--- src/rtl/c2_serial.sv ---
// c2_serial: bit-serial two's-complement negate / absolute value, LSB first, one bit per clock.
// Define C2_SAT_EN to saturate overflowing results to the maximum positive value.
module c2_serial #(
    parameter int WIDTH = 6
) (
    input  logic             clk,
    input  logic             rst_n,
    input  logic             start,
    input  logic             mode,
    input  logic [WIDTH-1:0] x,
    output logic [WIDTH:0]   r,
    output logic             ovf,
    output logic             busy,
    output logic             done
);
    localparam int CW = $clog2(WIDTH);
    localparam logic [CW-1:0] LAST = CW'(WIDTH - 1);

    typedef enum logic {
        IDLE,
        RUN
    } state_t;

    state_t           r_state;
    logic [WIDTH-1:0] r_shift;
    logic [WIDTH-1:0] r_acc;
    logic [CW-1:0]    r_cnt;
    logic             r_carry;
    logic             r_sign;
    logic             r_mode;
    logic [WIDTH:0]   r_result;
    logic             r_ovf;
    logic             r_busy;
    logic             r_done;

    logic             w_bit;
    logic             w_invert;
    logic             w_out;
    logic             w_carryNext;
    logic [WIDTH-1:0] w_accNext;
    logic             w_ovf;

    // Abs of a non-negative operand passes bits through; everything else is ~x + 1.
    assign w_bit       = r_shift[0];
    assign w_invert    = ~r_mode | r_sign;
    assign w_out       = w_invert ? (~w_bit ^ r_carry) : w_bit;
    assign w_carryNext = ~w_bit & r_carry;
    assign w_accNext   = {w_out, r_acc[WIDTH-1:1]};

    // Only the minimum signed value maps onto itself, in either mode.
    assign w_ovf = (w_accNext == {1'b1, {(WIDTH-1){1'b0}}});

    always_ff @(posedge clk or negedge rst_n) begin
        if (!rst_n) begin
            r_state  <= IDLE;
            r_shift  <= '0;
            r_acc    <= '0;
            r_cnt    <= '0;
            r_carry  <= 1'b0;
            r_sign   <= 1'b0;
            r_mode   <= 1'b0;
            r_result <= '0;
            r_ovf    <= 1'b0;
            r_busy   <= 1'b0;
            r_done   <= 1'b0;
        end else begin
            r_done <= 1'b0;
            case (r_state)
                IDLE: begin
                    if (start) begin
                        r_shift <= x;
                        r_sign  <= x[WIDTH-1];
                        r_mode  <= mode;
                        r_carry <= 1'b1;
                        r_cnt   <= '0;
                        r_busy  <= 1'b1;
                        r_state <= RUN;
                    end
                end
                RUN: begin
                    r_shift <= r_shift >> 1;
                    r_acc   <= w_accNext;
                    r_carry <= w_carryNext;
                    r_cnt   <= r_cnt + 1'b1;
                    if (r_cnt == LAST) begin
`ifdef C2_SAT_EN
                        if (w_ovf)
                            r_result <= {2'b00, {(WIDTH-1){1'b1}}};
                        else
                            r_result <= {w_carryNext & ~r_mode, w_accNext};
`else
                        r_result <= {w_carryNext & ~r_mode, w_accNext};
`endif
                        r_ovf   <= w_ovf;
                        r_done  <= 1'b1;
                        r_busy  <= 1'b0;
                        r_state <= IDLE;
                    end
                end
                default: r_state <= IDLE;
            endcase
        end
    end

    assign r    = r_result;
    assign ovf  = r_ovf;
    assign busy = r_busy;
    assign done = r_done;

endmodule

--- config.mk ---
export PLATFORM = sky130hd
export DESIGN_NAME = c2_serial
export DESIGN_NICKNAME = d
export VERILOG_FILES = /design/src/rtl/c2_serial.sv
export SDC_FILE = /design/constraint.sdc
export NUM_CORES = 1
export LEC_CHECK = 0
export BUFFER_PORTS_ARGS = -buffer_cell sky130_fd_sc_hd__buf_2
export CAP_MARGIN = 40
export CORE_MARGIN = 5
export CORE_UTILIZATION = 30
export DETAILED_ROUTE_END_ITERATION = 6
export PLACE_DENSITY = 0.51
export SYNTH_ARGS = -nofsm -noshare
export SYNTH_HDL_FRONTEND = slang
export SYNTH_SLANG_ARGS = --single-unit
--- constraint.sdc ---
create_clock -name clk -period 2.94 [get_ports clk]
set_input_delay 0.147 -clock clk [delete_from_list [all_inputs] [get_ports clk]]
set_output_delay 0.147 -clock clk [all_outputs]
set_load 0.01 [all_outputs]
-- Word-level counts from Yosys, hierarchy flattened
Index checks and enable logic that the tools add are counted.
- add/sub/neg operators: 1
- mux-type cells: 14
- reduce and logical (&&, ||, !) cells: 3
- eq/ne operators: 4
- bitwise gates (word level): 7
- operators by type and width (kind ; count):
    case mux 6 bit (2 select lines) ; 1
    two-way mux 1 bit ; 7
    == test 6 bit, second input constant ; 1
    two-way mux 6 bit ; 1
    case mux 1 bit (2 select lines) ; 3
    case mux 3 bit (2 select lines) ; 1
    AND reduction 2 bit ; 3
    adder 3 x 1 -> 3 bit, second input constant ; 1
    == test 3 bit, second input constant ; 1
    two-way mux 3 bit ; 1
    NOT 1 bit ; 3
    AND 1 bit ; 2
    != test 2 x 1 -> 1 bit, second input constant ; 1
    != test 2 bit, second input constant ; 1
    OR 1 bit ; 1
    XOR 1 bit ; 1
- logic and storage cells: 40
- register bits after elaboration: 29
- output and inout port bits: 10

-- Logic depth before layout (Yosys ltp)
Gate-level depths: netlist of run 1.
- depth after elaboration: 4
- gate-level depth with buffers: 6

-- Worst setup path before layout of run 1
OpenSTA, ideal clock, no wires.
- kind: reg2reg
- start: reg r_cnt[0]
- end: reg r_result[2] (netlist: r[2])
- cell stages (with the launch flop): 5
- data arrival time: 1.177 ns
- period minus slack after synthesis: 1.303 ns
- library setup time: 0.125 ns
- path slack: 1.637 ns
- buffers on the path: 1
- path through: dfrtp_1 -> ha_1 -> nand3_2 -> buf_2 -> mux2_4
- word-level cells in the longest chain between the ends: 2
- RTL lines (element ; RTL line ; source):
    start: declaration ; 27 ; logic [CW-1:0] r_cnt;
    start signal: assignment ; 84 ; r_cnt <= r_cnt + 1'b1;
    == test 3 bit ; 85 ; if (r_cnt == LAST) begin
    AND reduction 2 bit (no line) ; - ;
    end signal: assignment ; 92 ; r_result <= {w_carryNext & ~r_mode, w_accNext};
    end: declaration ; 31 ; logic [WIDTH:0] r_result;
No other way between the ends.
A chain may end at the register's enable or synchronous reset.

-- Final worst setup path of run 1
- start: reg r_state
- end: reg r_result[4] (netlist: r[4])
- word-level cells in the longest chain between the ends: 1
- RTL lines (element ; RTL line ; source):
    start: declaration ; 24 ; state_t r_state;
    start signal: assignment ; 55 ; r_state <= IDLE;
    start signal: assignment ; 77 ; r_state <= RUN;
    start signal: assignment ; 97 ; r_state <= IDLE;
    AND reduction 2 bit (no line) ; - ;
No other way between the ends.

==> out/metrics.yaml, run 1 <==
antenna_found_initial: 0
r2r_cells: 2
synth_cell_type_count: 19
ioPinCount: 20
die_width_um: 72.5
finalMaxSlewViolations: 0
grt_max_degree: 29
numClockSinks: 28
cp_data_required_time_ns: 3.10
cp_max_fo: 23
p_leak_nw: 0.669
firstDrtPassIters: 2
multi_input_area_um2: 434
die_y_um: 72.5
wl_mm: 2.00
remaining_drc_errors: 0
yosysTopAreaCellShare_pct: 59.8
status: "finished clean"
initialDrtViolationCount: 13
fillers: 377
core.rowCount: 22
diodes: 0
cts.htree.levels: 1
utilization_pct: 37.0
hold_path_depth: 2
syn_inst: 98
synth.area.top_cells: "dfrtp_1, mux2_2, mux2i_1"
clk_pin_slew_ns: 0.09
clk_latency_ns: 0.27
fmax_mhz: 592
cts_buffers: 3
wl_per_cell_um: 12.0
gp_congestion: 0.728
rsz0062_at_grt: "false"
fin_crit_sh_pct: 57.5
cts.path.max_buffers: 2
core_area_mm2: 0.00372
final.setup_skew_ns: 0.00306
postRouteAntennaNets: 0
start_kind: "flop"
cts_root_buf: "clkbuf_8"
route.vias.total: 743
worst_ep_arrival_time_ns: 1.85
ir_drop_mv: 0.364
synth_top_area_cell: "dfrtp_1"
drive_gt1_share_pct: 29.7
syn-num-nets: 111
place_hpwl_mm: 1.46
synth.yosys.warnings: 0
grt_usage_pct: 9.05
grt_pass1_vias: 831
cap_violations: 0
worstHoldPathType: "input pin to flop"
finalSetupTns_ns: 0
grt.overflow.total: 0
start_util_pct: 31.5
setup_violations: 0
relSlewSlack_pct: 55.3
ys_seq_area_share_pct: 59.8
port_buffers: 19
postCtsSetupRepairBufs: 0
crit_type: "flop to flop"
cp-end-kind: "flop"
finalCriticalPeriod_ns: 1.69
area_delta_synth_final_pct: 17.2
hold_violations: 0
tritoncts: "yes"
power-per-cell-area_mw_per_mm2: 991
grt_pass1_wl_mm: 3.66
syn_avg_cell_area_um2: 12.0
worst_pin_slew_ns: 0.671
syn_area_mm2: 0.00117
via_per_inst: 4.48
nets: 132
regArea_um2: 701
ys_seq_elements: 28
dieArea_mm2: 0.00526
worst max-delay path: stages (launching register included):
cell and delay (ns):
dfrtp_1 0.78, nand3_2 0.40, mux2_4 0.39
power breakdown:
group          switching [W]  internal, W  leakage, nW
clock               0.000110     0.000120       0.0288
sequential          0.000143     0.000555        0.342
combinational       0.000194     0.000240        0.298
repair_timing:
action / 4_1_cts / 5_1_grt
hold endpoints to repair: 28 / 0
hold buffers: 1 / 0
resized for setup: 0 / 0
endpoints found under the setup margin: 0 / 0
flip-flops by register name, indices dropped and copies added (netlist names):
signal	cells
r_shift	6
busy	1
r_state	1
r	7
r_mode	1
r_sign	1
done	1
ovf	1
r_acc	5
r_cnt	3
r_carry	1
placed cells by master (no fill, tap or decap):
master,instances
nor2_1,8
mux2_2,8
nand3_1,1
dlygate4sd3_1,1
buf_2,19
and2b_1,1
clkbuf_8,4
dfrtp_1,28
xnor2_1,1
inv_1,5
o31ai_1,1
o21ai_0,11
nand2b_1,2
nor3_1,1
a21oi_1,1
mux2i_1,7
mux2_4,3
ha_1,3
nand3_2,1
nand2_1,12
through the flow:
stage / setup WS, ns / std cells / hold slack (ns) / area, um^2 / power (W)
5_1_grt: 1.04 / 166 / 0.112 / 1370 / 0.00150
3_5_place_dp: 1.24 / 161 / 0.204 / 1310 / 0.00116
3_3_place_gp: 1.29 / 161 / 0.193 / 1310 / 0.00113
6_report: 1.25 / 166 / 0.106 / 1370 / 0.00136
4_1_cts: 1.22 / 166 / 0.0996 / 1370 / 0.00139
2_1_floorplan: 1.64 / 98 / -0.149 / 1170 / 0.00100
per-layer routing:
layer | part of all wire [%] | track usage, % | vias to the layer above
met4 | 0.85 | 2.46 | 0
met5 | 0 | 0 | -
met2 | 48 | 15.2 | 21
met3 | 6.8 | 3.88 | 2
met1 | 44 | 10.6 | 355
li1 | - | - | 365
cells in the mapped netlist:
master and instances:
o21ai_0 11, mux2_2 8, nor2_1 8, ha_1 3, and2b_1 1, dfrtp_1 28, nand2b_1 2, inv_1 5
o31ai_1 1, mux2_4 3, nand2_1 12, clkbuf_1 1, xnor2_1 1, buf_2 3, nor3_1 1, nand3_2 1
a21oi_1 1, mux2i_1 7, nand3_1 1
cell type report:
class                   instances  share of cell area (%)
flip-flops and latches         28                    51.0
multi-input cells              61                    31.6
repair buffers                 20                    7.65
well taps                      48                    4.37
clock buffers                   4                    4.01
inverters                       5                    1.37
final timing paths:
| path | from | endpoint | slack (ns) |
|---|---|---|---|
| worst max register to register | r_state$_DFF_PN0_ | r[4]$_DFFE_PN0P_ | 1.25 |
| worst min-delay path | mode | r_mode$_DFFE_PN0P_ | 0.11 |
| worst max-delay path | r_state$_DFF_PN0_ | r[4]$_DFFE_PN0P_ | 1.25 |
| min in group asynchronous | rst_n | r_state$_DFF_PN0_ | 0.42 |
| worst min register to register | ovf$_DFFE_PN0P_ | ovf$_DFFE_PN0P_ | 0.48 |
| max in group asynchronous | rst_n | r[6]$_DFFE_PN0P_ | 2.12 |
kinds of logic (layout without fill, tap and decap cells):
group	Yosys count	count (layout)	share of synthesized area, %
adders and majority gates	3	3	3.20
and+or+nand+nor	26	26	9.82
buffers and inverters	9	29	3.20
DFF	28	28	59.8
muxes	18	18	17.5
AOI/OAI and AO/OA	13	13	5.76
xor gates and xnor gates	1	1	0.747
No activity file was read; power rests on OpenSTA's default activity.
==> run 2, diff against run 1 <==
--- a/config.mk
+++ b/config.mk
@@ -10,7 +10,7 @@
 export CORE_MARGIN = 5
 export CORE_UTILIZATION = 30
 export DETAILED_ROUTE_END_ITERATION = 6
-export PLACE_DENSITY = 0.51
+export PLACE_DENSITY = 0.53
 export SYNTH_ARGS = -nofsm -noshare
 export SYNTH_HDL_FRONTEND = slang
 export SYNTH_SLANG_ARGS = --single-unit
==> constraint.sdc (replaced) <==
create_clock -name clk -period 1.4 [get_ports clk]
set_input_delay 0.07 -clock clk [delete_from_list [all_inputs] [get_ports clk]]
set_output_delay 0.07 -clock clk [all_outputs]
set_load 0.01 [all_outputs]
==> out/metrics.yaml, run 2 (synthesis gave the netlist of run 1 again) <==
status: "finished clean"
cts_buffers: 3  # unchanged
min_from: "mode"
place_hpwl_mm: 1.59  # +8.7%
drive_gt1_share_pct: 31.4  # +1.7 points
clkPwrFrac_pct: 16.6  # -0.3 points
mostFrequentLayoutCells: "dfrtp_1, buf_2, nand2_1"
fin_crit_sh_pct: 94.6  # +37 points
final.setup_skew_ns: 0.00125  # -0.00181 ns
hold_violations: 0  # unchanged
rsz0062_at_grt: "false"
cap_violations: 0  # unchanged
cts.htree.levels: 1  # unchanged
p_leak_nw: 0.683  # +2.0%
remaining_drc_errors: 0  # unchanged
wl_mm: 2.09  # +5.0%
grt_max_degree: 29  # unchanged
power.share.sequential_pct: 48.4  # -2.8 points
swShare_pct: 32.9  # +0.061 points
dieArea_mm2: 0.00526  # unchanged
firstDrtPassIters: 4  # +2
finalCriticalPeriod_ns: 1.33  # -0.365 ns
nets: 135  # +2.3%
gp_congestion: 0.728  # about the same
fmax_mhz: 755  # +28%
start_util_pct: 31.5  # unchanged
grt_usage_pct: 8.88  # -0.17 points
clk_latency_ns: 0.27  # about the same
core_area_mm2: 0.00372  # unchanged
postRouteAntennaNets: 0  # unchanged
area_delta_synth_final_pct: 19.1
cts_root_buf: "clkbuf_8"
cp_data_required_time_ns: 1.56  # -1.54 ns
core.rowCount: 22  # unchanged
rr_startpoint: "r_cnt[0]$_DFFE_PN0P_"
clk_pin_slew_ns: 0.09  # about the same
wl_per_cell_um: 12.4  # +3.1%
ir_drop_mv: 0.816  # +120%
power-per-cell-area_mw_per_mm2: 2080  # +110%
route.vias.total: 763  # +2.7%
internal_power_w: 0.00195  # +110%
largest_register_ff_count: 7  # unchanged
p_sw_w: 0.000958  # +110%
start_kind: "flop"
grt.overflow.total: 0  # unchanged
cts.path.max_buffers: 2  # unchanged
ioPinCount: 20  # unchanged
worstHoldPathType: "input pin to flop"
fin_area_mm2: 0.00140  # +1.6%
cp-end-kind: "flop"
numClockSinks: 28  # unchanged
grt_pass1_wl_mm: 3.63  # -0.93%
die_y_um: 72.5  # unchanged
p_comb_share_pct: 35.0  # +3.1 points
via_per_inst: 4.51  # +0.87%
initialDrtViolationCount: 42  # +29
relSlewSlack_pct: 58.0  # +2.7 points
antenna_found_initial: 0  # unchanged
tritoncts: "yes"
finalSetupTns_ns: 0  # unchanged
die_width_um: 72.5  # unchanged
crit_type: "flop to flop"
diodes: 0  # unchanged
mostFrequentLayoutCell: "dfrtp_1"
cp_max_fo: 12  # -48%
finalMaxSlewViolations: 0  # unchanged
port_buffers: 19  # unchanged
worst_ep_arrival_time_ns: 1.48  # -0.37 ns
cts_resized: 0  # unchanged
setup_violations: 0  # unchanged
detailed_place.area_mm2: 0.00133  # +1.7%
grt_pass1_vias: 798  # -4.0%
cp-startpoint: "r_cnt[0]$_DFFE_PN0P_"
worst_pin_slew_ns: 0.630  # -0.0410 ns
run 2: metal layers:
metal	GRT usage [%]	vias to the layer above	routed length (um)
li1	-	370	-
met1	11.0	373	956
met2	14.3	18	984
met3	4.02	2	139
met5	0	-	0
met4	1.84	0	13
run 2: power groups by stage:
stage | Combinational [W] | Sequential [W] | Clock, W
CTS | 0.00105 | 0.00142 | 0.000512
detailed placement | 0.00105 | 0.00143 | 0
finish | 0.00102 | 0.00141 | 0.000483
floorplan | 0.000679 | 0.00143 | 0
global route | 0.00116 | 0.00146 | 0.000551
global placement | 0.00100 | 0.00142 | 0
run 2: final timing paths:
path / cells after the start / end / slack [ns]
max: 3 / r[1]$_DFFE_PN0P_ / 0.07
min: 2 / r_mode$_DFFE_PN0P_ / 0.03
max reg2reg: 3 / r[1]$_DFFE_PN0P_ / 0.07
min reg2reg: 2 / ovf$_DFFE_PN0P_ / 0.48
max in group asynchronous: 2 / r[6]$_DFFE_PN0P_ / 0.64
min in group asynchronous: 2 / r[3]$_DFFE_PN0P_ / 0.35
run 2: timing repair:
item,in CTS,in global routing
endpoints found under the hold margin,28,0
hold buffers,1,0
buffers inserted,0,0
setup endpoints to repair,0,0
run 2: worst max-delay path, cell delays in order, from the launching register on:
cell	delay, ns
dfrtp_1	0.42
ha_1	0.22
nand3_2	0.22
mux2_2	0.36
run 2: stage by stage:
step                total power [W]  util [%]  hold WS, ns  worst slack (ns)  std cells
finish                      0.00291      37.6       0.0317            0.0749        169
global route                0.00317      37.6       0.0159           0.00680        169
CTS                         0.00298      37.6       0.0227            0.0571        169
detailed placement          0.00248      35.8        0.127            0.0667        164
global placement            0.00242      35.8        0.119             0.101        164
floorplan                   0.00211         -       -0.226            0.0975         98
run 2: area by class of cell:
class	instances	area [um^2]
inverters	5	18.8
well taps	48	60.1
flip-flops and latches	28	701
fillers	381	2320
multi-input cells	61	434
clock buffers	4	55.1
repair buffers	23	128
==> run 3, diff against run 2 <==
--- a/config.mk
+++ b/config.mk
@@ -5,6 +5,7 @@
 export SDC_FILE = /design/constraint.sdc
 export NUM_CORES = 1
 export LEC_CHECK = 0
+export ABC_AREA = 1
 export BUFFER_PORTS_ARGS = -buffer_cell sky130_fd_sc_hd__buf_2
 export CAP_MARGIN = 40
 export CORE_MARGIN = 5
==> out/metrics.yaml, run 3 <==
status: "finished clean"
grt.overflow.total: 0  # unchanged
cpMaxStageDelayCell: "dfrtp_1"
synth-async-reset-ratio_pct: 100  # unchanged
cp_data_required_time_ns: 1.61  # +0.05 ns
route.vias.total: 843  # +10%
initialDrtViolationCount: 45  # +7.1%
synth_flop_cell: "dfrtp_1"
cts_root_buf: "clkbuf_8"
worst_ep_arrival_time_ns: 1.44  # -0.04 ns
core.rowCount: 23  # +4.5%
crit_chain: "inv_1 -> ha_1 -> nand3_4 -> inv_2 -> nand3_1 -> nand2_1"
grt_max_degree: 29  # unchanged
die_width_um: 73.3  # +1.1%
final.setup.worst_slack_ns: 0.180  # +0.105 ns
rsz0062_at_grt: "false"
postRouteAntennaNets: 0  # unchanged
start_kind: "flop"
ir_drop_mv: 0.772  # -5.4%
cts.path.max_buffers: 2  # unchanged
fillers: 404  # +6.0%
cp-startpoint: "r_cnt[1]$_DFFE_PN0P_"
power-per-cell-area_mw_per_mm2: 2170  # +4.3%
firstDrtPassIters: 4  # unchanged
mostFrequentLayoutCell: "nand2_1"
antenna_found_initial: 0  # unchanged
p_leak_nw: 0.733  # +7.3%
power.share.sequential_pct: 45.5  # -2.9 points
mostFrequentLayoutCells: "nand2_1, dfrtp_1, buf_2"
largest_register_ff_count: 7  # unchanged
die_y_um: 73.3  # +1.1%
final.setup_skew_ns: 0.00421  # +0.00296 ns
synth_top_area_cell: "dfrtp_1"
cts_buffers: 3  # unchanged
cts_resized: 0  # unchanged
synth.yosys.warnings: 0  # unchanged
nets: 161  # +19%
worst_pin_slew_ns: 0.615  # -0.0150 ns
finalCriticalPeriod_ns: 1.22  # -0.105 ns
preCtsSetupSlack_ns: 0.180  # +0.113 ns
yosysTopAreaCellShare_pct: 58.3  # -1.5 points
fin_crit_sh_pct: 87.2  # -7.5 points
ioPinCount: 20  # unchanged
finalMaxSlewViolations: 0  # unchanged
grt_pass1_vias: 844  # +5.8%
drive_gt1_share_pct: 27.9  # -3.5 points
clkPwrFrac_pct: 15.8  # -0.8 points
post-synth-top-count-cell: "nand2_1"
worstHoldPathType: "input pin to flop"
syn_inst: 123  # +26%
place_hpwl_mm: 1.68  # +5.8%
start_util_pct: 30.5  # -1.1 points
area_delta_synth_final_pct: 18.3
core_area_mm2: 0.00394  # +6.1%
wl_mm: 2.22  # +6.0%
ys_seq_area_share_pct: 58.3  # -1.5 points
syn_area_mm2: 0.00120  # +2.6%
wl_per_cell_um: 11.3  # -9.1%
numPlacedInstances: 191  # +16%
via_per_inst: 4.28  # -5.2%
relSlewSlack_pct: 59.0  # +1.0 points
diodes: 0  # unchanged
gp_congestion: 0.808  # +11%
remaining_drc_errors: 0  # unchanged
cp_max_fo: 16  # +4
tritoncts: "yes"
setup_violations: 0  # unchanged
grt_usage_pct: 9.12  # +0.24 points
min_from: "x[2]"
syn_avg_cell_area_um2: 9.78  # -18%
fmax_mhz: 819  # +8.6%
internal_power_w: 0.00190  # -2.5%
cap_violations: 0  # unchanged
p_comb_share_pct: 38.7  # +3.7 points
detailed_place.area_mm2: 0.00135  # +1.2%
postCtsSetupRepairBufs: 0  # unchanged
clk_pin_slew_ns: 0.09  # about the same
p_sw_w: 0.00119  # +24%
clk_latency_ns: 0.27  # about the same
synth.area.top_cells: "dfrtp_1, nand2_1, o21ai_2"
rr_startpoint: "r_cnt[1]$_DFFE_PN0P_"
layout.cells.non_filler: 197  # +17%
fin_area_mm2: 0.00142  # +1.9%
numClockSinks: 28  # unchanged
cp-end-kind: "flop"
cts.htree.levels: 1  # unchanged
grt_pass1_wl_mm: 3.88  # +6.8%
synth-edff-count: 0  # unchanged
slowest_delay_ns: 0.40  # -0.02 ns
synth_commonest_cells: "nand2_1, dfrtp_1, inv_1, o21ai_2"
hold_violations: 0  # unchanged
dieArea_mm2: 0.00537  # +2.2%
ys_seq_elements: 28  # unchanged
swShare_pct: 38.4  # +5.5 points
crit_type: "flop to flop"
synth_cell_type_count: 21  # +2
port_buffers: 19  # unchanged
syn-num-nets: 136  # +23%
finalSetupTns_ns: 0  # unchanged
[run 3: cell types whose count changed after synthesis, sizes merged, moves of 2 or more]
cell    previous run  this run
nand2b             2         0
nand2             12        40
mux2i              7         0
o22ai              0         2
nor2               8         4
inv                5        17
nand3              2         6
o21ai             11        15
o211ai             0         2
mux2              11         0
[run 3: final cells by class]
class	instances	area, um^2	area share (%)
multi-input combinational	75	408	28.7
inverter	17	66.3	4.66
sequential	28	701	49.3
timing repair buffer	23	130	9.15
tap	50	62.6	4.40
clock buffer	4	55.1	3.87
[run 3: logic make-up after synthesis]
group,share of synthesized area [%]
AO/OA/AOI/OAI,12.7
adder cells (fa/ha/maj),3.12
buffers and inverters,7.80
flip-flops,58.3
AND/OR/NAND/NOR,18.1
[run 3: repair_timing]
item / CTS / global route
endpoints found under the setup margin: 0 / 0
hold buffers: 2 / 0
hold endpoints to repair: 29 / 0
[run 3: metal layers]
layer  track usage, %  vias to the layer above  share of wire (%)
met5                0                        -                  0
met4            0.604                        0                  0
met3             3.97                        0                6.8
met2             13.9                       19                 44
met1             12.6                      390                 49
li1                 -                      434                  -
[run 3: path summary, 6_finish.rpt]
path	to	slack, ns	depth (start not counted)
hold / removal	r_shift[2]$_DFFE_PN0P_	0.008	3
max in group asynchronous	busy$_DFFE_PN0P_	0.66	2
hold reg to reg	r[4]$_DFFE_PN0P_	0.49	2
min in group asynchronous	r[2]$_DFFE_PN0P_	0.34	2
setup / recovery	ovf$_DFFE_PN0P_	0.18	6
setup reg to reg	ovf$_DFFE_PN0P_	0.18	6
[run 3: power groups by stage]
stage | clock [W] | sequential (W) | combinational [W]
floorplan | 0 | 0.00141 | 0.000900
global placement | 0 | 0.00141 | 0.00121
detailed placement | 0 | 0.00142 | 0.00123
CTS | 0.000509 | 0.00141 | 0.00123
global route | 0.000552 | 0.00145 | 0.00139
finish | 0.000488 | 0.00141 | 0.00120
[run 3: through the flow]
stage / power [W] / hold slack [ns] / util [%]
after floorplan: 0.00231 / -0.226 / -
after global placement: 0.00261 / 0.125 / 34.2
after detailed placement: 0.00265 / 0.121 / 34.2
after CTS: 0.00315 / 0.00612 / 36.1
after global routing: 0.00340 / 0.00630 / 36.1
final: 0.00309 / 0.00776 / 36.1
[run 3: critical path, delay by kind of cell (launching register included)]
kind / cells / cell delay, ns
fa+ha+maj: 1 / 0.19
buf+inv: 2 / 0.23
flops: 1 / 0.40
simple gates: 3 / 0.35
